--- src/rtl/dest_ip_tbl_pkg.sv ---
// Shared register map, command/status bit positions and FSM encoding for the
// destination-IP table access controller.
package dest_ip_tbl_pkg;

   localparam logic [2:0] REG_IDX    = 3'd0;
   localparam logic [2:0] REG_WDATA  = 3'd1;
   localparam logic [2:0] REG_RDATA  = 3'd2;
   localparam logic [2:0] REG_CMD    = 3'd3;
   localparam logic [2:0] REG_STATUS = 3'd4;
   localparam logic [2:0] REG_HITS   = 3'd5;

   localparam int CMD_WR_BIT    = 0;
   localparam int CMD_RD_BIT    = 1;
   localparam int STAT_BUSY_BIT = 0;
   localparam int STAT_DONE_BIT = 1;
   localparam int STAT_ERR_BIT  = 2;

   typedef enum logic [2:0] {
      IDLE    = 3'd0,
      WR_REQ  = 3'd1,
      WR_WAIT = 3'd2,
      RD_REQ  = 3'd3,
      RD_WAIT = 3'd4
   } tbl_state_e;

endpackage

--- src/rtl/dest_ip_tbl_axil_regs.sv ---
// AXI4-Lite slave front end: channel handshakes, IDX/WDATA registers, read mux
// and single-cycle command pulses decoded from writes to CMD.
module dest_ip_tbl_axil_regs
   import dest_ip_tbl_pkg::*;
#(
   parameter int C_S_AXI_DATA_WIDTH = 32,
   parameter int C_S_AXI_ADDR_WIDTH = 32,
   parameter int C_TBL_ADDR_WIDTH   = 5
) (
   input  logic                            clk_i,
   input  logic                            rst_i,
   input  logic [C_S_AXI_ADDR_WIDTH-1:0]   awaddr_i,
   input  logic                            awvalid_i,
   output logic                            awready_o,
   input  logic [C_S_AXI_DATA_WIDTH-1:0]   wdata_i,
   input  logic [C_S_AXI_DATA_WIDTH/8-1:0] wstrb_i,
   input  logic                            wvalid_i,
   output logic                            wready_o,
   output logic                            bvalid_o,
   input  logic                            bready_i,
   input  logic [C_S_AXI_ADDR_WIDTH-1:0]   araddr_i,
   input  logic                            arvalid_i,
   output logic                            arready_o,
   output logic [C_S_AXI_DATA_WIDTH-1:0]   rdata_o,
   output logic                            rvalid_o,
   input  logic                            rready_i,
   input  logic [C_S_AXI_DATA_WIDTH-1:0]   rdata_reg_i,
   input  logic [2:0]                      status_i,
   input  logic [C_S_AXI_DATA_WIDTH-1:0]   hits_i,
   output logic [C_TBL_ADDR_WIDTH-1:0]     idx_o,
   output logic [C_S_AXI_DATA_WIDTH-1:0]   wdata_reg_o,
   output logic                            cmd_wr_o,
   output logic                            cmd_rd_o
);

   logic                          awready_q, arready_q, bvalid_q, rvalid_q;
   logic [C_S_AXI_DATA_WIDTH-1:0] rdata_q, wdata_q, rd_mux;
   logic [C_TBL_ADDR_WIDTH-1:0]   idx_q;
   logic [2:0]                    wr_sel, rd_sel;
   logic                          wr_en, rd_en, cmd_hit;
   logic                          unused_addr;

   assign wr_sel  = awaddr_i[4:2];
   assign rd_sel  = araddr_i[4:2];
   assign wr_en   = awready_q & awvalid_i & wvalid_i;
   assign rd_en   = arready_q & arvalid_i;
   assign cmd_hit = wr_en & (wr_sel == REG_CMD) & wstrb_i[0];

   assign cmd_wr_o    = cmd_hit & wdata_i[CMD_WR_BIT];
   assign cmd_rd_o    = cmd_hit & wdata_i[CMD_RD_BIT];
   assign awready_o   = awready_q;
   assign wready_o    = awready_q;
   assign bvalid_o    = bvalid_q;
   assign arready_o   = arready_q;
   assign rvalid_o    = rvalid_q;
   assign rdata_o     = rdata_q;
   assign idx_o       = idx_q;
   assign wdata_reg_o = wdata_q;
   assign unused_addr = ^{awaddr_i[C_S_AXI_ADDR_WIDTH-1:5], awaddr_i[1:0],
                          araddr_i[C_S_AXI_ADDR_WIDTH-1:5], araddr_i[1:0]};

   always_comb begin
      rd_mux = '0;
      case (rd_sel)
         REG_IDX:    rd_mux[C_TBL_ADDR_WIDTH-1:0] = idx_q;
         REG_WDATA:  rd_mux = wdata_q;
         REG_RDATA:  rd_mux = rdata_reg_i;
         REG_STATUS: rd_mux[2:0] = status_i;
         REG_HITS:   rd_mux = hits_i;
         default:    rd_mux = '0;
      endcase
   end

   // The read mux samples registers before this edge's write lands, so a
   // simultaneous read sees the pre-write value.
   always_ff @(posedge clk_i) begin
      if (rst_i) begin
         awready_q <= 1'b0;
         arready_q <= 1'b0;
         bvalid_q  <= 1'b0;
         rvalid_q  <= 1'b0;
         rdata_q   <= '0;
         idx_q     <= '0;
         wdata_q   <= '0;
      end else begin
         awready_q <= awvalid_i & wvalid_i & ~bvalid_q & ~awready_q;
         arready_q <= arvalid_i & ~rvalid_q & ~arready_q;
         if (wr_en)         bvalid_q <= 1'b1;
         else if (bready_i) bvalid_q <= 1'b0;
         if (rd_en) begin
            rvalid_q <= 1'b1;
            rdata_q  <= rd_mux;
         end else if (rready_i) begin
            rvalid_q <= 1'b0;
         end
         if (wr_en && wr_sel == REG_IDX && wstrb_i[0])
            idx_q <= wdata_i[C_TBL_ADDR_WIDTH-1:0];
         if (wr_en && wr_sel == REG_WDATA)
            for (int b = 0; b < C_S_AXI_DATA_WIDTH/8; b++)
               if (wstrb_i[b]) wdata_q[8*b +: 8] <= wdata_i[8*b +: 8];
      end
   end

endmodule

--- src/rtl/dest_ip_tbl_ctrl.sv ---
// Host-side controller for the destination-IP table port. Optional ack timeout
// is enabled with `define DEST_IP_TBL_TIMEOUT_EN.
//   state   | meaning
//   IDLE    | no operation in flight, accepts CMD
//   WR_REQ  | tbl_wr_req pulse with latched index/data
//   WR_WAIT | waiting for tbl_wr_ack
//   RD_REQ  | tbl_rd_req pulse with latched index
//   RD_WAIT | waiting for tbl_rd_ack, captures tbl_rd_data
module dest_ip_tbl_ctrl
   import dest_ip_tbl_pkg::*;
#(
   parameter int C_S_AXI_DATA_WIDTH = 32,
   parameter int C_S_AXI_ADDR_WIDTH = 32,
   parameter int C_TBL_ADDR_WIDTH   = 5,
   parameter int C_ACK_TIMEOUT      = 16
) (
   input  logic                            AXI_ACLK,
   input  logic                            reset,
   input  logic [C_S_AXI_ADDR_WIDTH-1:0]   S_AXI_AWADDR,
   input  logic                            S_AXI_AWVALID,
   output logic                            S_AXI_AWREADY,
   input  logic [C_S_AXI_DATA_WIDTH-1:0]   S_AXI_WDATA,
   input  logic [C_S_AXI_DATA_WIDTH/8-1:0] S_AXI_WSTRB,
   input  logic                            S_AXI_WVALID,
   output logic                            S_AXI_WREADY,
   output logic [1:0]                      S_AXI_BRESP,
   output logic                            S_AXI_BVALID,
   input  logic                            S_AXI_BREADY,
   input  logic [C_S_AXI_ADDR_WIDTH-1:0]   S_AXI_ARADDR,
   input  logic                            S_AXI_ARVALID,
   output logic                            S_AXI_ARREADY,
   output logic [C_S_AXI_DATA_WIDTH-1:0]   S_AXI_RDATA,
   output logic [1:0]                      S_AXI_RRESP,
   output logic                            S_AXI_RVALID,
   input  logic                            S_AXI_RREADY,
   output logic                            tbl_wr_req,
   output logic                            tbl_rd_req,
   output logic [C_TBL_ADDR_WIDTH-1:0]     tbl_wr_addr,
   output logic [C_TBL_ADDR_WIDTH-1:0]     tbl_rd_addr,
   output logic [C_S_AXI_DATA_WIDTH-1:0]   tbl_wr_data,
   input  logic [C_S_AXI_DATA_WIDTH-1:0]   tbl_rd_data,
   input  logic                            tbl_wr_ack,
   input  logic                            tbl_rd_ack,
   input  logic [C_S_AXI_DATA_WIDTH-1:0]   dest_hit_count
);

   tbl_state_e                    state_q, state_d;
   logic                          done_q, done_d, err_q, err_d;
   logic                          launch, rd_capture, tmo_hit, busy;
   logic                          cmd_wr, cmd_rd;
   logic [C_TBL_ADDR_WIDTH-1:0]   idx, addr_q;
   logic [C_S_AXI_DATA_WIDTH-1:0] wdata_reg, data_q, rdata_reg_q;
   logic [2:0]                    status;

   assign busy = (state_q != IDLE);
   always_comb begin
      status                = '0;
      status[STAT_BUSY_BIT] = busy;
      status[STAT_DONE_BIT] = done_q;
      status[STAT_ERR_BIT]  = err_q;
   end

   dest_ip_tbl_axil_regs #(
      .C_S_AXI_DATA_WIDTH (C_S_AXI_DATA_WIDTH),
      .C_S_AXI_ADDR_WIDTH (C_S_AXI_ADDR_WIDTH),
      .C_TBL_ADDR_WIDTH   (C_TBL_ADDR_WIDTH)
   ) u_regs (
      .clk_i       (AXI_ACLK),
      .rst_i       (reset),
      .awaddr_i    (S_AXI_AWADDR),
      .awvalid_i   (S_AXI_AWVALID),
      .awready_o   (S_AXI_AWREADY),
      .wdata_i     (S_AXI_WDATA),
      .wstrb_i     (S_AXI_WSTRB),
      .wvalid_i    (S_AXI_WVALID),
      .wready_o    (S_AXI_WREADY),
      .bvalid_o    (S_AXI_BVALID),
      .bready_i    (S_AXI_BREADY),
      .araddr_i    (S_AXI_ARADDR),
      .arvalid_i   (S_AXI_ARVALID),
      .arready_o   (S_AXI_ARREADY),
      .rdata_o     (S_AXI_RDATA),
      .rvalid_o    (S_AXI_RVALID),
      .rready_i    (S_AXI_RREADY),
      .rdata_reg_i (rdata_reg_q),
      .status_i    (status),
      .hits_i      (dest_hit_count),
      .idx_o       (idx),
      .wdata_reg_o (wdata_reg),
      .cmd_wr_o    (cmd_wr),
      .cmd_rd_o    (cmd_rd)
   );

   assign S_AXI_BRESP = 2'b00;
   assign S_AXI_RRESP = 2'b00;
   assign tbl_wr_req  = (state_q == WR_REQ) & ~reset;
   assign tbl_rd_req  = (state_q == RD_REQ) & ~reset;
   assign tbl_wr_addr = addr_q;
   assign tbl_rd_addr = addr_q;
   assign tbl_wr_data = data_q;

`ifdef DEST_IP_TBL_TIMEOUT_EN
   localparam int TMO_W = $clog2(C_ACK_TIMEOUT + 1);
   logic [TMO_W-1:0] tmo_cnt_q;
   logic             in_wait;

   assign in_wait = (state_q == WR_WAIT) || (state_q == RD_WAIT);
   assign tmo_hit = in_wait && (tmo_cnt_q == TMO_W'(C_ACK_TIMEOUT - 1));

   always_ff @(posedge AXI_ACLK) begin
      if (reset || !in_wait) tmo_cnt_q <= '0;
      else                   tmo_cnt_q <= tmo_cnt_q + 1'b1;
   end
`else
   logic unused_tmo;
   assign tmo_hit    = 1'b0;
   assign unused_tmo = (C_ACK_TIMEOUT > 0);
`endif

   always_comb begin
      state_d    = state_q;
      done_d     = done_q;
      err_d      = err_q;
      launch     = 1'b0;
      rd_capture = 1'b0;
      case (state_q)
         IDLE: begin
            if (cmd_wr) begin
               state_d = WR_REQ;
               launch  = 1'b1;
            end else if (cmd_rd) begin
               state_d = RD_REQ;
               launch  = 1'b1;
            end
            if (launch) begin
               done_d = 1'b0;
               err_d  = 1'b0;
            end
         end
         WR_REQ: state_d = WR_WAIT;
         RD_REQ: state_d = RD_WAIT;
         WR_WAIT: begin
            if (tbl_wr_ack) begin
               state_d = IDLE;
               done_d  = 1'b1;
            end else if (tmo_hit) begin
               state_d = IDLE;
               err_d   = 1'b1;
            end
         end
         RD_WAIT: begin
            if (tbl_rd_ack) begin
               state_d    = IDLE;
               done_d     = 1'b1;
               rd_capture = 1'b1;
            end else if (tmo_hit) begin
               state_d = IDLE;
               err_d   = 1'b1;
            end
         end
         default: state_d = IDLE;
      endcase
   end

   always_ff @(posedge AXI_ACLK) begin
      if (reset) begin
         state_q     <= IDLE;
         done_q      <= 1'b0;
         err_q       <= 1'b0;
         addr_q      <= '0;
         data_q      <= '0;
         rdata_reg_q <= '0;
      end else begin
         state_q <= state_d;
         done_q  <= done_d;
         err_q   <= err_d;
         if (launch) begin
            addr_q <= idx;
            data_q <= wdata_reg;
         end
         if (rd_capture) rdata_reg_q <= tbl_rd_data;
      end
   end

endmodule

--- config.mk ---
export PLATFORM = sky130hd
export DESIGN_NAME = dest_ip_tbl_ctrl
export DESIGN_NICKNAME = d
export VERILOG_FILES = /design/src/rtl/dest_ip_tbl_pkg.sv /design/src/rtl/dest_ip_tbl_axil_regs.sv /design/src/rtl/dest_ip_tbl_ctrl.sv
export SDC_FILE = /design/constraint.sdc
export NUM_CORES = 1
export LEC_CHECK = 0
export CAP_MARGIN = 20
export CORE_UTILIZATION = 39
export DETAILED_ROUTE_END_ITERATION = 8
export PLACE_DENSITY = 0.88
export SLEW_MARGIN = 40
export SYNTH_ARGS = -nofsm -noshare
export SYNTH_HDL_FRONTEND = slang
export SYNTH_SLANG_ARGS = --single-unit
export TNS_END_PERCENT = 20
--- constraint.sdc ---
create_clock -name AXI_ACLK -period 1.67 [get_ports AXI_ACLK]
set_input_delay 0.167 -clock AXI_ACLK [delete_from_list [all_inputs] [get_ports AXI_ACLK]]
set_output_delay 0.167 -clock AXI_ACLK [all_outputs]
set_load 0.05 [all_outputs]
### Word-level counts from Yosys, hierarchy flattened

Index checks and enable logic that the tools add are counted.

| storage, ports and cells | value |
|---|---|
| word-level logic and storage cells | 86 |
| register bits | 146 |

| operators by class | value |
|---|---|
| reductions and logical operators | 16 |
| bitwise gates (word level) | 19 |
| equal/unequal tests | 14 |
| muxes and demuxes | 22 |

Operators by type and width:

| cell | count |
|---|---|
| $pmux 27 s3 | 1 |
| $pmux 3 s5 | 2 |
| $and 1x1->1 | 14 |
| $mux 1 | 13 |
| $eq 3x2->1 const B | 4 |
| $mux 3 | 4 |
| $eq 3x1->1 const B | 3 |
| $eq 3x3->1 const B | 3 |
| $logic_not 3->1 | 3 |
| $pmux 2 s4 | 1 |
| $reduce_and 2->1 | 4 |
| $ne 2x2->1 const B | 3 |
| $reduce_bool 3->1 | 2 |
| $not 1->1 | 5 |
| $reduce_and 4->1 | 1 |
| $reduce_bool 2->1 | 2 |
| $logic_and 1x1->1 | 3 |
| $ne 3x3->1 const B | 1 |
| $pmux 1 s3 | 1 |
| $reduce_and 3->1 | 1 |

### Logic depth before layout (Yosys ltp)

Gate-level depths: netlist (run 1).

| depth | value |
|---|---|
| depth after elaboration | 10 |
| depth in mapped cells | 6 |
| gate-level depth less buffers | 3 |

### Modules after synthesis

From an unflattened synthesis (run 1), not the netlist that was laid out.

| unflattened totals | value |
|---|---|
| cell total of the unflattened synthesis | 761 |
| area total of the unflattened synthesis | 7100.6 µm² |

Modules (own cells, without submodules):

| module | instances | area an instance (µm²) | cells each | seq. area each (µm²) |
|---|---|---|---|---|
| dest_ip_tbl_axil_regs | 1 | 4030.1 | 424 | 1461.4 |
| dest_ip_tbl_ctrl | 1 | 3070.4 | 337 | 1461.4 |

### Least setup slack after synthesis (run 1)

Ideal clock, no wire load.

| timing path | value |
|---|---|
| path type | reg-to-output |
| start | register state_q[1] |
| end | output port tbl_wr_req |
| buffers on the path | 1 |
| required time | 1.503 ns |
| cell stages (with the launch flop) | 3 |
| setup slack | -0.568 ns |
| data arrival time | 2.071 ns |
| path through | dfxtp_1 > buf_6 > nor4b_1 |

| between the ends | value |
|---|---|
| longest elaborated chain between the ends | 2 |

RTL lines:

| what | RTL line | source |
|---|---|---|
| from (decl) | dest_ip_tbl_ctrl.sv:47 | `tbl_state_e state_q, state_d;` |
| from (signal assigned) | dest_ip_tbl_ctrl.sv:174 | `state_q <= state_d;` |
| $eq 3x1->1 | dest_ip_tbl_ctrl.sv:96 | `assign tbl_wr_req = (state_q == WR_REQ) & ~reset;` |
| $and 1x1->1 | dest_ip_tbl_ctrl.sv:96 |  |
| to (decl) | dest_ip_tbl_ctrl.sv:36 | `output logic tbl_wr_req,` |

Every way passes these cells.

### Final worst setup path (run 1)

| timing path | value |
|---|---|
| start | register state_q[2] |
| end | register addr_q[4] (netlist: tbl_rd_addr[4]) |

| between the ends | value |
|---|---|
| longest elaborated chain between the ends | 2 |

RTL lines:

| what | RTL line | source |
|---|---|---|
| $logic_not 3->1 | dest_ip_tbl_ctrl.sv:126 | `case (state_q)` |
| $mux 1 | dest_ip_tbl_ctrl.sv:126 |  |
| to (signal assigned) | dest_ip_tbl_ctrl.sv:178 | `addr_q <= idx;` |
| to (decl) | dest_ip_tbl_ctrl.sv:51 | `logic [C_TBL_ADDR_WIDTH-1:0] idx, addr_q;` |

Every way passes these cells.
A chain may end at the register's enable or synchronous reset.

==> flow_summary.rst, run 1 <==
.. list-table::
   :header-rows: 1

   * - Metric
     - Value
   * - Global placer's final weighted congestion
     - 0.838
   * - Area contributors post-synth
     - dfxtp_1, mux2i_1, nand2_1, mux2_2, a221oi_1
   * - Layout Cells excl Fill
     - 1097
   * - Root buffer selected by CTS
     - clkbuf_16
   * - Max-Cap Viols
     - 0
   * - Nets
     - 1046
   * - Detailed-routing wirelength on met1
     - 8620 um
   * - Reg2Reg Setup Slack
     - -0.04 ns
   * - Wire length of the first global-routing pass
     - 28600 um
   * - Slew headroom
     - 0.651
   * - Clock latency reported for the late side of the worst-skew pair
     - 0.41 ns
   * - DRT iter0 DRCs
     - 372
   * - Multiplexer share of the synthesized area
     - 0.181
   * - RSZ-0062 raised after global routing
     - yes
   * - Most used cells in the layout excluding fill and tap cells
     - nand2_1, dfxtp_1, clkdlybuf4s50_1, buf_4, mux2i_1
   * - Average cell area after synthesis
     - 9.19 um2
   * - Core area
     - 15400 um2
   * - Worst-path fanout max
     - 8
   * - Worst flop-to-flop path endpoint
     - tbl_rd_addr[4]$_SDFFE_PP0P_
   * - Aggregate routed wire length
     - 19200 um
   * - Final core utilization
     - 0.590
   * - Failing checks
     - setup timing
   * - Share of the clock period used by the worst path
     - 1.02
   * - Met3 wire len
     - 1080 um
   * - Fraction of the mapped netlist area in simple logic gates
     - 0.166
   * - Crit end category
     - flop
   * - Number of cells on the worst hold path
     - 2
   * - Initial core utilization
     - 0.404
   * - Pin slew with the least headroom to its limit
     - 0.525 ns
   * - Hpwl dp
     - 13200 um
   * - Highest metal layer used by the detailed router
     - met4
   * - Max Root-Sink Buffers
     - 2
   * - Clock sinks
     - 146
   * - Area share of the largest cell type after synthesis
     - 0.471
   * - Diode count
     - 0
   * - Dominant combinational cell family by area after synthesis
     - multiplexers
   * - Die X
     - 128 um
   * - Fraction of layout instances using a drive strength above 1
     - 0.190
   * - Vias
     - 5705
   * - Number of antenna violations at the first check in global routing
     - 0
   * - Proportion of synthesized chip area in sequential cells
     - 0.471
   * - RR Startpoint
     - state_q[2]$_SDFFE_PP0P_
   * - Ports placed on the boundary
     - 258
   * - Height of the die
     - 128 um
   * - Post-synthesis adder-cell area fraction
     - 0
   * - Count of unresolved DRC violations after routing
     - 0
   * - Predominant post-synthesis flop cell
     - dfxtp_1
   * - Number of global-route vias before repair
     - 5427
   * - Xor-xnor portion of the synthesized cell area
     - 0
   * - Number of iterations in the first detailed-routing pass
     - 5
   * - Final clock skew
     - 0.00874 ns
   * - Pin count of the biggest net entering global routing
     - 51
   * - Global Route Usage Sum
     - 0.227
   * - Average wire length per cell after detail routing
     - 17.5 um
   * - Most common cell after layout, fill and taps aside
     - nand2_1
   * - Post-synthesis async set-or-reset flop share
     - 0
   * - Setup TNS
     - -0.834 ns
   * - Total die area
     - 16400 um2
   * - Buffers on Ports
     - 195
   * - Post-detailed-route via-to-cell ratio
     - 5.20
   * - Number of cells on the worst reg-to-reg path
     - 4
   * - Startpoint of the worst hold path
     - reset
   * - Max Slew Vio Count
     - 0
   * - Post-CTS setup buffers
     - 0
   * - GRT overflow
     - 0
   * - Synth cell types
     - 47
   * - Required time worst endpoint
     - 1.97 ns
   * - Class of the tightest hold or removal check
     - primary input to flop
   * - Number of buffers added by the clock tree synthesis step
     - 17
   * - Dominant cell type by area after synthesis
     - dfxtp_1
   * - Yosys warning count
     - 0
   * - Maximum clock frequency
     - 585 MHz
   * - Largest voltage drop on the vdd net
     - 0.676 mV
   * - Sink of the worst hold path
     - u_regs.arready_o$_SDFF_PP0_
   * - Final period demand of the worst path
     - 1.71 ns
   * - Remaining antenna violation count
     - 0
   * - Flop and latch count out of synthesis
     - 146
   * - Setup slack after layout
     - -0.0395 ns
   * - Cell count after placement
     - 1062
   * - Status
     - finished with violations
   * - Number of enable-type register cells in the synthesized netlist
     - 0
   * - Clock Pin Slew Worst Setup and Hold Paths
     - 0.06 ns
   * - Synthesized area
     - 6210 um2
   * - Hold violation total from the final report
     - 0
   * - Total number of H-tree levels
     - 4
   * - Endpoints failing setup
     - 34
   * - LEAKAGE
     - 0.00389 uW
   * - Clock tree from TritonCTS
     - done
   * - Compound-cell area share of the yosys netlist
     - 0.112
   * - Routed wire length on met2
     - 8980 um
   * - Worst setup path class
     - flop to flop
   * - Cell count after synthesis
     - 675
   * - Category of the worst setup path launch point
     - flop
   * - Signal arrival time at the worst endpoint
     - 2.01 ns
   * - Power density over the cells
     - 952 nW/um2
   * - Site row count
     - 45
   * - Relative area change from synthesis to final layout
     - 46.1%
==> kinds of logic (layout without fill, tap and decap cells) <==
family / Yosys count / count (layout)
simple gates: 243 / 243
flops: 146 / 146
compound gates: 109 / 109
mux: 108 / 108
buf+inv: 68 / 276
other cells: 1 / 4
==> timing repair <==
item | CTS | global route
gates cloned | 0 | 3
setup endpoints to repair | 71 | 35
hold buffers | 0 | 0
pin swaps | 0 | 1
gates resized for setup | 37 | 2
==> cell type report <==
cell class | instances | area [um2]
Clock buffer | 19 | 443
Clock inverter | 13 | 208
Fill cell | 1319 | 6300
Inverter | 2 | 10.0
Multi-Input combinational cell | 464 | 2880
Sequential cell | 146 | 2920
Tap cell | 211 | 264
Timing Repair Buffer | 242 | 2330
==> sequential cells by signal (all words and copies together), names as in the netlist <==
register	count
state_q	3
u_regs.bvalid_o	1
tbl_wr_data	32
done_q	1
u_regs.wdata_reg_o	32
tbl_rd_addr	5
u_regs.awready_o	1
u_regs.arready_o	1
rdata_reg_q	32
u_regs.rvalid_o	1
u_regs.rdata_o	32
u_regs.idx_o	5
==> worst max-delay path: stages (launching register included) <==
cell and delay (ns):
dfxtp_1 0.31, or3_4 0.39, or4_4 0.54, clkbuf_16 0.23
mux2i_1 0.12
==> per-layer routing <==
metal	vias up	GRT usage
met3	35	0.0359
met5	-	0
li1	2728	-
met2	239	0.357
met1	2703	0.304
met4	0	0.104
==> stage by stage <==
stage / hold WS [ns] / total power, uW / cell area [um2] / setup slack [ns]
finish: 0.0225 / 8630 / 9070 / -0.0395
global placement: 0.441 / 4500 / 8390 / -0.148
CTS: 0.00680 / 8670 / 8990 / -0.0763
global route: 0.0160 / 8900 / 9070 / -0.0839
detailed placement: 0.448 / 4510 / 8390 / -0.174
floorplan: 0.279 / 4040 / 6230 / -0.110
==> synth_stat cells, types with 4 or more instances <==
| cell | n |
|---|---|
| nand2_1 | 175 |
| dfxtp_1 | 146 |
| mux2i_1 | 74 |
| a21oi_1 | 38 |
| nor2_1 | 37 |
| clkbuf_1 | 34 |
| mux2_2 | 34 |
| o21ai_0 | 29 |
| a221oi_1 | 28 |
| buf_4 | 10 |
| buf_1 | 8 |
| and3_1 | 5 |
| clkbuf_8 | 5 |
| a211oi_1 | 4 |
==> how the worst max path moves through the flow <==
| stage | to | slack, ns | cells past startpoint | start |
|---|---|---|---|---|
| final | tbl_rd_addr[4]$_SDFFE_PP0P_ | -0.04 | 4 | state_q[2]$_SDFFE_PP0P_ |
| after global routing | tbl_rd_addr[4]$_SDFFE_PP0P_ | -0.08 | 4 | state_q[2]$_SDFFE_PP0P_ |
| after CTS | tbl_wr_data[13]$_SDFFE_PP0P_ | -0.08 | 4 | state_q[2]$_SDFFE_PP0P_ |
| after detailed placement | tbl_wr_data[13]$_SDFFE_PP0P_ | -0.17 | 5 | S_AXI_WVALID |
| after global placement | tbl_wr_data[18]$_SDFFE_PP0P_ | -0.15 | 5 | S_AXI_WVALID |
| after floorplan | tbl_rd_addr[0]$_SDFFE_PP0P_ | -0.11 | 6 | state_q[1]$_SDFFE_PP0P_ |
==> power breakdown <==
| part | switching (uW) | leakage, uW | internal, uW | total (uW) |
|---|---|---|---|---|
| sequential | 27.3 | 0.00118 | 3520 | 3550 |
| combinational | 456 | 0.00240 | 428 | 883 |
| clock | 1500 | 0.000306 | 2690 | 4200 |
(Power assumes the default switching activity.)
==> run 2: changes to the inputs <==
Settings changed: CORE_MARGIN from default to 8, CTS_CLUSTER_SIZE from default to 20.
==> run 2 against run 1 <==
Effect of this change: the flow now finishes without violations; power hardly changed; combinational power is 0.8% higher; cell area is 0.36% lower; first-iteration DRC count is 13% higher; maximum frequency is 2.4% higher; wire length is 8.1% higher; clock skew is 0.0027 ns lower.
==> flow_summary.rst, run 2 (synthesized netlist as in run 1, its figures left out) <==
.. list-table::
   :header-rows: 1

   * - Metric
     - Value
   * - Status
     - finished clean
   * - Height of the die
     - 142 um (+11%)
   * - Core area
     - 15700 um2 (+2.2%)
   * - Total chip power
     - 8630 uW (about the same)
   * - Count of unresolved DRC violations after routing
     - 0 (unchanged)
   * - Layout Cells excl Fill
     - 1103 (+0.55%)
   * - Buffers on Ports
     - 195 (unchanged)
   * - Largest voltage drop on the vdd net
     - 0.669 mV (-1.2%)
   * - Worst flop-to-flop path endpoint
     - tbl_wr_data[12]$_SDFFE_PP0P_
   * - Switching Fraction
     - 0.230 (+0.000287)
   * - Class of the tightest hold or removal check
     - primary input to flop
   * - Reg2Reg Setup Slack
     - 0.00009 ns (+0.04 ns)
   * - Share of the clock period used by the worst path
     - 1.00 (-0.0237)
   * - Most common cell after layout, fill and taps aside
     - nand2_1
   * - Fraction of layout instances using a drive strength above 1
     - 0.211 (+0.0217)
   * - DRT iter0 DRCs
     - 419 (+13%)
   * - LEAKAGE
     - 0.00382 uW (-1.7%)
   * - Switching power summed over all nets
     - 1990 uW (about the same)
   * - Internal Pwr Total
     - 6640 uW (about the same)
   * - Final core utilization
     - 0.575 (-0.0149)
   * - Clock tree from TritonCTS
     - done
   * - Clock Pin Slew Worst Setup and Hold Paths
     - 0.06 ns (about the same)
   * - Root buffer selected by CTS
     - clkbuf_16
   * - Hold violation total from the final report
     - 0 (unchanged)
   * - Post-detailed-route via-to-cell ratio
     - 5.15 (-0.94%)
   * - Clock sinks
     - 146 (unchanged)
   * - Wire length of the first global-routing pass
     - 31500 um (+10%)
   * - End point of the critical path
     - tbl_wr_data[12]$_SDFFE_PP0P_
   * - Most used cells in the layout excluding fill and tap cells
     - nand2_1, dfxtp_1, clkdlybuf4s50_1, buf_4, mux2i_1
   * - Cell count after placement
     - 1067 (+0.47%)
   * - Cell area after layout
     - 9030 um2 (-0.36%)
   * - Total die area
     - 20200 um2 (+23%)
   * - Buffers plus inverters on the worst setup path
     - 1 (unchanged)
   * - Relative area change from synthesis to final layout
     - 45.6%
   * - Required time worst endpoint
     - 1.98 ns (about the same)
   * - Power density over the cells
     - 955 nW/um2 (+0.33%)
   * - Routing usage on met1
     - 0.244 (-0.0602)
   * - Pin slew with the least headroom to its limit
     - 0.527 ns (+0.00160 ns)
   * - Aggregate routed wire length
     - 20800 um (+8.1%)
   * - Slowest Stage Delay on Critical Path
     - 0.50 ns (-0.04 ns)
   * - GRT overflow
     - 0 (unchanged)
   * - Portion of total power attributed to sequential cells
     - 0.411 (about the same)
   * - Number of antenna violations at the first check in global routing
     - 2 (+2)
   * - Critical path's top delay family
     - simple AND/OR/NAND/NOR gates
   * - Site row count
     - 46 (+2.2%)
   * - Number of cells on the worst reg-to-reg path
     - 4 (unchanged)
   * - Max Slew Vio Count
     - 0 (unchanged)
   * - Met2 track demand over resource in global routing
     - 0.326 (-0.0306)
   * - Die X
     - 142 um (+11%)
   * - Top Usage Layer GRT
     - met2
   * - Number of buffers added by the clock tree synthesis step
     - 17 (unchanged)
   * - Depth of the critical timing path with buffers and inverters included
     - 4 (unchanged)
   * - Max-Cap Viols
     - 0 (unchanged)
   * - Maximum clock frequency
     - 599 MHz (+2.4%)
   * - Ports placed on the boundary
     - 258 (unchanged)
   * - Proportion of power drawn by the clock network
     - 0.485 (about the same)
   * - Post-place setup slack
     - -0.171 ns (+0.00313 ns)
   * - Crit end category
     - flop
   * - Nets
     - 1045 (-0.096%)
   * - Initial core utilization
     - 0.395 (-0.00878)
   * - Pin count of the biggest net entering global routing
     - 35 (-31%)
   * - Ordered list of cells on the worst path
     - or3_4 -> or4_4 -> buf_16 -> mux2i_1
   * - RR Startpoint
     - state_q[2]$_SDFFE_PP0P_
   * - Worst-path fanout max
     - 17 (+9)
   * - Vias
     - 5682 (-0.40%)
   * - Number of global-route vias before repair
     - 5722 (+5.4%)
   * - Slowest-stage cell, CP
     - or4_4
   * - Hpwl dp
     - 15100 um (+14%)
   * - Total number of H-tree levels
     - 4 (unchanged)
   * - Max Root-Sink Buffers
     - 2 (unchanged)
   * - Remaining antenna violation count
     - 0 (unchanged)
   * - Global Route Usage Sum
     - 0.202 (-0.0250)
   * - Area after DPL
     - 8330 um2 (-0.67%)
   * - Number of cells on the worst hold path
     - 2 (unchanged)
   * - Worst setup path class
     - flop to flop
   * - Global placer's final weighted congestion
     - 0.873 (+4.1%)
   * - RSZ-0062 raised after global routing
     - yes
   * - Endpoints failing setup
     - 0 (-100%)
   * - Number of iterations in the first detailed-routing pass
     - 5 (unchanged)
   * - Clock latency reported for the late side of the worst-skew pair
     - 0.42 ns (about the same)
   * - Met3 GRT Util
     - 0.0641 (+0.0282)
   * - Final clock skew
     - 0.00604 ns (-0.00270 ns)
   * - Timing startpoint of the critical path
     - state_q[2]$_SDFFE_PP0P_
   * - Average wire length per cell after detail routing
     - 18.8 um (+7.6%)
   * - Category of the worst setup path launch point
     - flop
   * - Setup slack after layout
     - 0.0000917 ns (+0.0396 ns)
   * - Fraction of power consumed by combinational cells
     - 0.103 (about the same)
   * - Slew headroom
     - 0.650 (-0.00107)
   * - Final period demand of the worst path
     - 1.67 ns (-0.0396 ns)
   * - Signal arrival time at the worst endpoint
     - 1.98 ns (-0.03 ns)
[run 2: power by group through the flow]
stage,clock network (uW),registers [uW],logic (uW)
floorplan,0,3760,284
global placement,0,3620,877
detailed placement,0,3620,886
CTS,4250,3550,884
global route,4430,3550,940
finish,4190,3550,890
[run 2: area by class of cell]
| class | instances | area [um2] |
|---|---|---|
| Clock buffer | 19 | 443 |
| Clock inverter | 13 | 209 |
| Fill cell | 1385 | 6680 |
| Tap cell | 216 | 270 |
| Antenna cell | 2 | 5.00 |
| Sequential cell | 146 | 2920 |
| Multi-Input combinational cell | 464 | 2900 |
| Timing Repair Buffer | 241 | 2270 |
| Inverter | 2 | 10.0 |
[run 2: worst min-delay path by stage]
| stage | start | to | slack [ns] |
|---|---|---|---|
| 6_report | reset | u_regs.bvalid_o$_SDFFE_PP0P_ | 0.12 |
| 5_1_grt | reset | u_regs.bvalid_o$_SDFFE_PP0P_ | 0.12 |
| 4_1_cts | reset | u_regs.bvalid_o$_SDFFE_PP0P_ | 0.09 |
| 3_5_place_dp | u_regs.awready_o$_SDFF_PP0_ | u_regs.awready_o$_SDFF_PP0_ | 0.45 |
| 3_3_place_gp | rdata_reg_q[4]$_SDFFE_PP0P_ | rdata_reg_q[4]$_SDFFE_PP0P_ | 0.44 |
| 2_1_floorplan | S_AXI_AWVALID | u_regs.awready_o$_SDFF_PP0_ | 0.28 |
[run 2: what timing repair did]
action                     in CTS  in global routing
gates cloned                    0                  2
gates resized for setup        17                  4
setup endpoints to repair      51                 38
pin swaps                       0                  1
setup buffers                   0                  0
hold buffers                    0                  0
[run 2: layer usage]
metal  routed length, um  vias to the layer above
met4                 534                        0
met5                   0                        -
met3                1590                       31
met2                9990                      203
li1                    -                     2718
met1                8640                     2730
[run 2: per-stage QoR]
stage          hold WS (ns)  setup TNS [ns]
3_3_place_gp          0.442           -5.05
4_1_cts              0.0900           -1.93
3_5_place_dp          0.445           -7.63
6_report              0.117               0
2_1_floorplan         0.279           -3.96
5_1_grt               0.117          -0.797
==> run 3: changes to the inputs <==
Settings changed: ABC_AREA from default to 1, CORE_UTILIZATION 39 to 38, PLACE_DENSITY 0.88 to 0.87.
==> run 3 against run 2 <==
Effect of this change: wire length fell by 7.1%; non-clock buffer count fell by 6; sequential power fell by 1%; via count rose by 7.3%; critical path type unchanged.
==> flow_summary.rst, run 3 <==
.. list-table::
   :header-rows: 1

   * - Metric
     - Value
   * - Number of antenna violations at the first check in global routing
     - 1 (-1)
   * - Average wire length per cell after detail routing
     - 15.2 um (-19%)
   * - Leading cell types by count after synthesis
     - nand2_1, dfxtp_1, a21oi_1
   * - Depth of the critical timing path with buffers and inverters included
     - 7 (+3)
   * - Clock tree from TritonCTS
     - done
   * - Global Route Usage Sum
     - 0.192 (-0.00991)
   * - Crit end category
     - flop
   * - Power density over the cells
     - 957 nW/um2 (+0.25%)
   * - Area used by multi-input combinational logic
     - 2460 um2 (-15%)
   * - Class of the tightest hold or removal check
     - primary input to flop
   * - Global placer's final weighted congestion
     - 0.857 (-1.8%)
   * - Number of iterations in the first detailed-routing pass
     - 5 (unchanged)
   * - Hpwl dp
     - 14200 um (-5.6%)
   * - Number of global-route vias before repair
     - 5948 (+3.9%)
   * - Number of buffers added by the clock tree synthesis step
     - 17 (unchanged)
   * - Fraction of layout instances using a drive strength above 1
     - 0.133 (-0.0788)
   * - Aggregate routed wire length
     - 19300 um (-7.1%)
   * - Core area
     - 15700 um2 (-0.37%)
   * - Proportion of synthesized chip area in sequential cells
     - 0.487 (+0.0162)
   * - Final hold slack
     - 0.132 ns (+0.0151 ns)
   * - Ordered list of cells on the worst path
     - nor2_2 -> nand2_1 -> inv_2 -> nand3_2 -> buf_4 -> o21ai_0 -> nor2_1
   * - Flop and latch count out of synthesis
     - 146 (unchanged)
   * - Worst setup path class
     - flop to flop
   * - Cts hold-fix bufs
     - 0 (unchanged)
   * - Endpoints failing setup
     - 0 (unchanged)
   * - Final clock skew
     - 0.00645 ns (+0.000416 ns)
   * - Slowest Stage Delay on Critical Path
     - 0.35 ns (-0.15 ns)
   * - Slew headroom
     - 0.664 (+0.0135)
   * - Nets
     - 1209 (+16%)
   * - Pin slew with the least headroom to its limit
     - 0.506 ns (-0.0203 ns)
   * - Clock sinks
     - 146 (unchanged)
   * - Ports placed on the boundary
     - 258 (unchanged)
   * - Worst-path fanout max
     - 17 (unchanged)
   * - Hold violation total from the final report
     - 0 (unchanged)
   * - Wire length of the first global-routing pass
     - 30300 um (-4.0%)
   * - Post-synthesis async set-or-reset flop share
     - 0 (unchanged)
   * - Dominant cell type by area after synthesis
     - dfxtp_1
   * - Final period demand of the worst path
     - 1.54 ns (-0.131 ns)
   * - Max Slew Vio Count
     - 0 (unchanged)
   * - Initial core utilization
     - 0.383 (-0.0117)
   * - Signal arrival time at the worst endpoint
     - 1.84 ns (-0.14 ns)
   * - Largest voltage drop on the vdd net
     - 0.680 mV (+1.7%)
   * - Total chip power
     - 8480 uW (-1.7%)
   * - Area share of the largest cell type after synthesis
     - 0.487 (+0.0162)
   * - Number of cells on the worst reg-to-reg path
     - 7 (+3)
   * - Clock latency reported for the late side of the worst-skew pair
     - 0.42 ns (about the same)
   * - Height of the die
     - 142 um (-0.35%)
   * - Most common cell after layout, fill and taps aside
     - nand2_1
   * - Number of filler cells placed in the layout
     - 1452 (+4.8%)
   * - GRT overflow
     - 0 (unchanged)
   * - Total die area
     - 20100 um2 (-0.70%)
   * - Area occupied by registers
     - 2920 um2 (unchanged)
   * - Yosys warning count
     - 0 (unchanged)
   * - Vias
     - 6097 (+7.3%)
   * - Required time worst endpoint
     - 1.97 ns (about the same)
   * - Predominant post-synthesis flop cell
     - dfxtp_1
   * - Most used cells in the layout excluding fill and tap cells
     - nand2_1, dfxtp_1, clkdlybuf4s50_1, a21oi_1, o21ai_0
   * - Synth cell types
     - 25 (-47%)
   * - Die X
     - 142 um (-0.35%)
   * - Pin count of the biggest net entering global routing
     - 110 (+210%)
   * - Category of the worst setup path launch point
     - flop
   * - Buffers plus inverters on the worst setup path
     - 2 (+1)
   * - Buffers on Ports
     - 195 (unchanged)
   * - Total number of H-tree levels
     - 4 (unchanged)
   * - Area contributors post-synth
     - dfxtp_1, nand2_1, a21oi_1, o21ai_0, nor2_1
   * - Max-Cap Viols
     - 0 (unchanged)
   * - Number of cells on the worst hold path
     - 2 (unchanged)
   * - LEAKAGE
     - 0.00355 uW (-7.1%)
   * - Slowest-stage cell, CP
     - dfxtp_1
   * - Post-detailed-route via-to-cell ratio
     - 4.82 (-6.5%)
   * - Root buffer selected by CTS
     - clkbuf_16
   * - Site row count
     - 46 (unchanged)
   * - Critical path's top delay family
     - simple AND/OR/NAND/NOR gates
   * - DRT iter0 DRCs
     - 429 (+2.4%)
   * - Dominant cell by count in the synthesized netlist
     - nand2_1
   * - Remaining antenna violation count
     - 0 (unchanged)
   * - Status
     - finished clean
   * - Max Root-Sink Buffers
     - 2 (unchanged)
   * - Average cell area after synthesis
     - 7.17 um2 (-22%)
   * - Clock Pin Slew Worst Setup and Hold Paths
     - 0.06 ns (about the same)
   * - Relative area change from synthesis to final layout
     - 47.6%
   * - Synthesized area
     - 6000 um2 (-3.3%)
   * - Cell count after synthesis
     - 837 (+24%)
   * - Count of unresolved DRC violations after routing
     - 0 (unchanged)
   * - Number of enable-type register cells in the synthesized netlist
     - 0 (unchanged)
   * - Maximum clock frequency
     - 650 MHz (+8.5%)
   * - Share of the clock period used by the worst path
     - 0.921 (-0.0786)
run 3: cell families after synthesis:
kind of cell | share of synthesized area
buffers and inverters | 0.106
flip-flops | 0.487
AO/OA/AOI/OAI | 0.183
AND/OR/NAND/NOR | 0.223
other | 0.000625
run 3: final timing paths:
| check | slack [ns] | startpoint | to |
|---|---|---|---|
| hold reg to reg | 0.44 | rdata_reg_q[9]$_SDFFE_PP0P_ | rdata_reg_q[9]$_SDFFE_PP0P_ |
| setup reg to reg | 0.13 | state_q[0]$_SDFFE_PP0P_ | tbl_wr_data[5]$_SDFFE_PP0P_ |
| setup / recovery | 0.13 | state_q[0]$_SDFFE_PP0P_ | tbl_wr_data[5]$_SDFFE_PP0P_ |
| hold / removal | 0.13 | reset | u_regs.rdata_o[26]$_SDFFE_PP0P_ |
run 3: metrics by stage:
stage	TNS, ns	instance area (um2)	cells	setup WS, ns	util
final	0	8860	1266	0.131	0.566
after global routing	-0.00970	8860	1266	-0.00970	0.566
after CTS	0	8850	1265	0.0925	0.565
after detailed placement	-2.99	8220	1233	-0.103	0.525
after global placement	-0.837	8220	1233	-0.0538	0.525
after floorplan	0	6010	840	0.120	-
run 3: cell type report:
| cell class | instances | share of cell area |
|---|---|---|
| repair buffers | 235 | 0.247 |
| inverters | 89 | 0.0379 |
| well taps | 216 | 0.0305 |
| diodes | 1 | 0.000283 |
| clock inverters | 13 | 0.0263 |
| multi-input cells | 547 | 0.278 |
| flip-flops and latches | 146 | 0.330 |
| clock buffers | 19 | 0.0500 |
run 3: power breakdown:
group	switching (uW)	total (uW)	internal, uW
clock	1480	4330	2840
combinational	306	650	344
sequential	8.16	3500	3500
total	1800	8480	6680
run 3: timing repair:
| action | 4_1_cts | 5_1_grt |
|---|---|---|
| endpoints found under the setup margin | 34 | 7 |
| resized for setup | 34 | 1 |
| setup buffers | 0 | 0 |
run 3: layer usage:
metal	wire, um	vias to the layer above	track usage
li1	-	3068	-
met1	8100	2775	0.223
met2	9460	221	0.323
met3	1300	33	0.0595
met4	408	0	0.0763
met5	0	-	0
